### src/rtl/testing_pkg.sv
// Shared types for the ALU arbiter slice: opcodes, arbiter FSM states and
// the operand bundle handed to the sequential ALU.
package testing_pkg;

  typedef enum logic [2:0] {
    ADD  = 3'd0,
    SUB  = 3'd1,
    MULT = 3'd2,
    DIV  = 3'd3
  } opcode_e;

  typedef enum logic [1:0] {
    IDLE = 2'd0,
    EXEC = 2'd1,
    RESP = 2'd2
  } arb_state_e;

  typedef struct packed {
    logic [7:0] op1;
    logic [7:0] op2;
    opcode_e    opcode;
  } alu_req_t;

endpackage

### src/rtl/alu_seq.sv
// Single-cycle registered 8-bit signed ALU; result updates only on in_valid
// and otherwise holds, so the caller can present it for as long as needed.
module alu_seq
  import testing_pkg::*;
(
  input  logic       clk,
  input  logic       rst,
  input  logic       in_valid,
  input  alu_req_t   in_req,
  output logic [7:0] result
);

  logic signed [15:0] a, b, prod, quo;
  logic [7:0]         nxt;

  always_comb begin
    a    = {{8{in_req.op1[7]}}, in_req.op1};
    b    = {{8{in_req.op2[7]}}, in_req.op2};
    prod = a * b;
    // 16-bit divide keeps -128/-1 well defined before truncation; /0 guarded
    quo  = (b == 16'sd0) ? 16'sd0 : a / b;
    nxt  = 8'd0;
    case (in_req.opcode)
      ADD:     nxt = in_req.op1 + in_req.op2;
      SUB:     nxt = in_req.op1 - in_req.op2;
      MULT:    nxt = prod[7:0];
      DIV:     nxt = quo[7:0];
      default: nxt = 8'd0;
    endcase
  end

  always_ff @(posedge clk) begin
    if (rst)           result <= 8'd0;
    else if (in_valid) result <= nxt;
  end

endmodule

### src/rtl/alu_arbiter.sv
// Round-robin front end sharing one sequential ALU among NREQ requesters:
// IDLE grants, EXEC runs the ALU for one cycle, RESP holds the result.
module alu_arbiter
  import testing_pkg::*;
#(
  parameter int NREQ = 4
) (
  input  logic                      clk,
  input  logic                      rst,
  input  logic    [NREQ-1:0]        req_valid,
  output logic    [NREQ-1:0]        req_ready,
  input  logic    [NREQ-1:0][7:0]   req_op1,
  input  logic    [NREQ-1:0][7:0]   req_op2,
  input  opcode_e [NREQ-1:0]        req_opcode,
  output logic    [NREQ-1:0]        resp_valid,
  input  logic    [NREQ-1:0]        resp_ready,
  output logic    [7:0]             resp_data,
  output logic                      resp_err,
  output logic                      busy
);

  localparam int IW = $clog2(NREQ);

  arb_state_e     state;
  logic [IW-1:0]  rr_ptr, g, pick;
  alu_req_t       lat;
  logic           div0;
  logic [7:0]     alu_result;

  // First valid requester at or after ptr, wrapping around.
  function automatic logic [IW-1:0] rr_pick(input logic [NREQ-1:0] v,
                                            input logic [IW-1:0]   ptr);
    logic [IW-1:0] sel;
    logic          found;
    int            j;
    sel   = ptr;
    found = 1'b0;
    for (int i = 0; i < NREQ; i++) begin
      j = int'(ptr) + i;
      if (j >= NREQ) j = j - NREQ;
      if (!found && v[j]) begin
        sel   = IW'(j);
        found = 1'b1;
      end
    end
    return sel;
  endfunction

  always_comb begin
    pick      = rr_pick(req_valid, rr_ptr);
    req_ready = '0;
    if (!rst && state == IDLE && |req_valid) req_ready = NREQ'(1) << pick;
    // div-by-zero never forwards the ALU output
    resp_data = (state == RESP && !div0) ? alu_result : 8'd0;
    resp_err  = (state == RESP) && div0;
  end

  alu_seq u_alu (
    .clk      (clk),
    .rst      (rst),
    .in_valid (state == EXEC),
    .in_req   (lat),
    .result   (alu_result)
  );

  always_ff @(posedge clk) begin
    if (rst) begin
      state      <= IDLE;
      rr_ptr     <= '0;
      g          <= '0;
      lat        <= '0;
      div0       <= 1'b0;
      resp_valid <= '0;
      busy       <= 1'b0;
    end else begin
      case (state)
        IDLE: if (|req_valid) begin
          g          <= pick;
          lat.op1    <= req_op1[pick];
          lat.op2    <= req_op2[pick];
          lat.opcode <= req_opcode[pick];
          div0       <= (req_opcode[pick] == DIV) && (req_op2[pick] == 8'd0);
          busy       <= 1'b1;
          state      <= EXEC;
        end
        EXEC: begin
          resp_valid <= NREQ'(1) << g;
          state      <= RESP;
        end
        RESP: if (resp_ready[g]) begin
          resp_valid <= '0;
          busy       <= 1'b0;
          rr_ptr     <= (g == IW'(NREQ-1)) ? '0 : g + IW'(1);
          state      <= IDLE;
        end
        default: state <= IDLE;
      endcase
    end
  end

endmodule

### config.mk
export PLATFORM = sky130hd
export DESIGN_NAME = alu_arbiter
export DESIGN_NICKNAME = d
export VERILOG_FILES = /design/src/rtl/testing_pkg.sv /design/src/rtl/alu_seq.sv /design/src/rtl/alu_arbiter.sv
export SDC_FILE = /design/constraint.sdc
export NUM_CORES = 1
export LEC_CHECK = 0
export CAP_MARGIN = 20
export CORE_MARGIN = 2
export CORE_UTILIZATION = 40
export CTS_CLUSTER_SIZE = 28
export DETAILED_ROUTE_END_ITERATION = 8
export PLACE_DENSITY = 0.59
export SLEW_MARGIN = 10
export SYNTH_ARGS = -nofsm -noshare
export SYNTH_HDL_FRONTEND = slang
export SYNTH_HIERARCHICAL = 1
export SYNTH_SLANG_ARGS = --single-unit
### constraint.sdc
create_clock -name clk -period 42.2 [get_ports clk]
set_input_delay 4.22 -clock clk [delete_from_list [all_inputs] [get_ports clk]]
set_output_delay 4.22 -clock clk [all_outputs]
set_load 0.005 [all_outputs]
# After elaboration in Yosys (flattened, before gate mapping)

Cells that the tools add are included.

Flip-flop bits (word level): 39
Bits in latches: 0
Bits in writable memories: 0
Bits in read-only memories: 0
Input port bits: 86
Output and inout port bits: 18
Word-level logic and storage cells: 112
Memories kept: 0

Add/sub/neg operators: 10
$mul: 1
Div/mod/pow operators: 1
$lt $le $gt $ge: 10
Equality and inequality tests: 9
Shift operators: 2
Mux-type cells: 44
Bitwise gates (word level): 0
Reduce and logical (&&, ||, !) cells: 25

Operators with widths:

| kind                  | count |
|---|---|
| $lt A32 B4 Y1 const B | 4 |
| $mux W32              | 4 |
| $bmux W8 S2           | 2 |
| $mux W8               | 4 |
| $pmux W8 S4           | 1 |
| $div A16 B16 Y16      | 1 |
| $logic_not A16 Y1     | 1 |
| $mux W1               | 14 |
| $mux W2               | 7 |
| $sub A3 B3 Y4 const B | 3 |
| $bmux W1 S2           | 5 |
| $eq A3 B2 Y1 const B  | 3 |
| $ge A3 B3 Y1 const B  | 3 |
| $add A8 B8 Y8         | 1 |
| $logic_and A1 B1 Y1   | 8 |
| $logic_not A8 Y1      | 1 |
| $mul A8 B8 Y8         | 1 |
| $mux W4               | 2 |
| $pmux W4 S2           | 1 |
| $reduce_and A2 Y1     | 4 |
| $shl A1 B2 Y4 const A | 2 |
| $sub A8 B8 Y8         | 1 |
| $add A2 B2 Y3 const B | 2 |
| $bmux W3 S2           | 1 |
| 18 further kinds      | 26 |

# Longest topological paths before layout

Depth in word-level cells: 19
Gate-level depth with buffers: 134
Depth with buffers taken out: 124

# Hierarchy

The synthesis kept the hierarchy.

By module, submodules not included:

| module      | times used | cells each | area each (um2) | sequential area each (um2) |
|---|---|---|---|---|
| alu_seq     | 1          | 1233       | 8946.1          | 160.2 |
| alu_arbiter | 1          | 286        | 1970.6          | 620.6 |

# Worst setup path before layout

OpenSTA, ideal clock, no wires.

Path kind: reg2reg
From: reg lat[3] (netlist name)
To: reg u_alu.result[1]
Setup time: 0.137 ns
Arrival: 24.277 ns
Required time: 42.063 ns
Setup slack: 17.786 ns
Cell stages (with the launch flop): 115
Path buffers: 12
Period minus slack after synthesis: 24.414 ns
Cells stage by stage: dfxtp_1 clkbuf_1 inv_1 ha_1 mux2i_1 ha_1 o21a_1 o22a_1 nand3_1 a21oi_1 ha_1 o21a_1 o2bb2ai_1 nand4b_1 a21oi_1 ha_1 o21a_1 o221a_2 [... 79 more ...] a21oi_1 nor3b_1 a21oi_1 a41o_1 clkbuf_1 inv_1 clkbuf_1 nor2_1 a21o_1 ha_1 a21o_1 a211oi_1 o211ai_1 a21oi_1 ha_1 mux2_2 a222oi_1 a211oi_1

Cells in the longest elaborated chain, start to end: 3
Elaborated cells on any way between the ends: 7
Those cells by class: add/sub (2); mul (1); div (1); mux (2); reduce/logical (1)

RTL lines:

| what                                                         | RTL line          | source |
|---|---|---|
| start: declaration                                           | alu_arbiter.sv:26 | `alu_req_t lat;` |
| $div A16 B16 Y16 / $logic_not A16 Y1 (equally long branches) | alu_seq.sv:21     | `quo = (b == 16'sd0) ? 16'sd0 : a / b;` |
| $mux W8                                                      | alu_seq.sv:21     |  |
| $pmux W8 S4 *                                                | alu_seq.sv:23     | `case (in_req.opcode)` |
| end signal: assignment                                       | alu_seq.sv:34     | `else if (in_valid) result <= nxt;` |
| end: declaration                                             | alu_seq.sv:10     | `output logic [7:0] result` |

Mark *: on every way between the ends. The rest lies on a longest branch, timed or not.
A chain may end at the register's enable or synchronous reset.

# Final worst setup path

From: reg lat[3] (netlist name)
To: reg u_alu.result[6]

Same word-level chain as after synthesis.

==> results.cfg <==
[run_status]
status = finished clean

[yosys]
syn_area_sq_um = 10900
ys_seq_area_frac = 0.0715
synth-seq-cells = 39
syn_inst = 1519
yosysUniqueCellTypes = 96
synth_edf_count = 0
synth_ff_type = dfxtp_1
synth_area_per_cell_sq_um = 7.19
yosysWarningCount = 6
postSynth.asyncResetShare = 0

[floorplanning]
start_util = 0.406
ioPinCount = 104
core_sq_um = 26900
die_y_um = 169
row_count = 60
die_w_um = 169
dieArea_sq_um = 28600

[setup_path]
cpMostUsedCell = a21oi_1
rr_endpoint = u_alu/result[6]$_SDFFE_PP0P_
cp.arrival_ns = 29.59
crit_path_max_fanout = 19
crit_type = reg2reg
required_ns = 42.36
cpMaxStageDelayCell = o32a_1
startpoint_type = register
cp-end-kind = register
reg2reg_from = lat[3]$_SDFFE_PP0P_
r2r_cells = 104
ff2ff_setup_slack_ns = 12.77
critPathMaxStageDelay_ns = 0.67

[grt]
grt_pass1_wl_um = 53100
grt_pass1_vias = 10800
overflow = 0
grt_max_degree = 40
grt_use_total = 0.223
antenna_found_initial = 0

[route]
vias = 11200
met1Wirelength_um = 14600
drc_errors = 0
top_layer = met4
drt.antenna.violating_nets = 0
viasPerCell = 5.70
drtIter0Drc = 729
wl_met3_um = 1470
wl_per_cell_um = 16.3
dr_wl_met2_um = 15500
first_pass_iters = 7
wirelength_um = 32100

[sta]
fin_crit_ns = 29.43
skew_ns = 0.00584
rsz0062_at_grt = no
clock.fmax_ghz = 0.0340
finalCritPeriodShare = 0.697
drv_slew = 0
tns_ns = 0
slew_headroom = 0.353
hold_viol_final = 0
holdWs_ns = 0.470
worst_pin_slew_ns = 0.967
final-setup-viol-count = 0

[final_layout]
final_nets = 1898
area_growth_pct = 14.9
antennaDiodeCount = 0
drive_gt1_frac = 0.0461

[hold_path]
holdCritStartpoint = resp_valid[3]$_SDFFE_PP0P_
worst_hold_path.endpoint = resp_valid[3]$_SDFFE_PP0P_
hp-class = reg2reg
hold_path_depth = 2

[flow_run]
drv_cap = 0

[clocking]
root_buffer = clkbuf_16
clock_path_buffers = 2
post_cts_buffers = 0
cts_buffers = 5
cts_hold_buf = 0
clock_latency_ns = 0.28
ctsResizeCount = 0
h-tree-depth = 2
clock_sinks = 39
clkTransAtPathRegs_ns = 0.06
cts_tree = built

[placement]
io_buffers = 103
place.gp.congestion = 0.904
dpl.hpwl_um = 26000
placed cells by master, fill, tap and decap left out, drive strengths merged, types with 9 or more instances in the layout:
cell,n
or3,19
a21o,40
a31oi,15
and2,41
o31ai,15
a22oi,9
nor2b,16
a211oi,14
conb,43
nor3,53
nand2,197
and3,10
or2,10
nand3,58
a21oi,139
o211ai,22
nor4,10
mux2i,25
o21ai,56
ha,172
mux2,21
o21a,35
nor2,118
nand4,10
xnor2,67
dfxtp,39
nand2b,18
fa,13
buf,15
inv,62
clkdlybuf4s50,103
xor2,40
sequential cells by signal (all words and copies together) (netlist names):
name and flops:
busy 1, div0 1, g 2, lat 19
resp_valid 4, rr_ptr 2, state 2, u_alu/result 8
through the flow:
stage	util	instance area, sq um	cells	worst slack (ns)
after detailed placement	0.461	12400	1961	13.31
after floorplan	-	11100	1560	17.79
after global placement	0.461	12400	1961	13.84
after global routing	0.467	12500	1969	10.59
final	0.467	12500	1969	12.77
after CTS	0.467	12500	1969	13.19
metal layers:
metal  global-route usage  vias up
met2                0.406      277
li1                     -     5739
met4               0.0446        0
met3               0.0252       37
met1                0.282     5180
met5                    0        -
kinds of logic after synthesis:
family          after synthesis  share of synthesized area
xor+xnor                    107                     0.0858
mux                          47                     0.0484
buf+inv                     120                     0.0457
other cells                   2                   0.000688
flops                        39                     0.0715
compound gates              433                      0.269
simple gates                586                      0.258
fa+ha+maj                   185                      0.221
worst max-delay path, delay by kind of cell (launching register included):
family	cells	cell delay [ns]
AOI/OAI and AO/OA	52	15.02
xor gates and xnor gates	1	0.35
adders and majority gates	15	4.63
muxes	2	0.83
buffers and inverters	6	1.10
DFF	1	0.65
and+or+nand+nor	28	6.69
how the worst max path moves through the flow:
stage / start / endpoint / slack, ns / depth (start not counted)
final: lat[3]$_SDFFE_PP0P_ / u_alu/result[6]$_SDFFE_PP0P_ / 12.77 / 104
after global routing: lat[3]$_SDFFE_PP0P_ / u_alu/result[6]$_SDFFE_PP0P_ / 10.59 / 103
after CTS: lat[3]$_SDFFE_PP0P_ / u_alu/result[6]$_SDFFE_PP0P_ / 13.19 / 104
after detailed placement: lat[3]$_SDFFE_PP0P_ / u_alu/result[6]$_SDFFE_PP0P_ / 13.31 / 104
after global placement: lat[3]$_SDFFE_PP0P_ / u_alu/result[6]$_SDFFE_PP0P_ / 13.84 / 103
after floorplan: lat[3]$_SDFFE_PP0P_ / u_alu/result[1]$_SDFFE_PP0P_ / 17.79 / 114
final cells by class:
class	instances	area [sq um]
Fill cell	2775	14300
Multi-Input combinational cell	1401	9810
Timing Repair Buffer	118	1140
Sequential cell	39	781
Tap cell	341	427
Inverter	62	233
Clock buffer	7	143
Clock inverter	1	8.76
Yosys cell counts, types with 14 or more instances:
cell	number	area, sq um
clkbuf_1	36	135
dfxtp_1	39	781
a21oi_1	138	691
inv_1	61	229
nor2_1	118	443
a31oi_1	14	87.6
nand3_1	58	290
a21o_1	40	300
xnor2_1	67	587
or3_1	19	119
nand2b_1	18	113
o211ai_1	20	150
nand2_1	197	739
xor2_1	40	350
buf_2	15	75.1
nor2b_1	15	93.8
o21a_1	35	263
nor3_1	52	260
o21ai_0	53	265
ha_1	172	2150
mux2_2	14	158
and2_1	41	257
mux2i_1	25	250
Power is not shown: default switching activity piles up to over one toggle a cycle in this logic, so the estimate is an artifact.
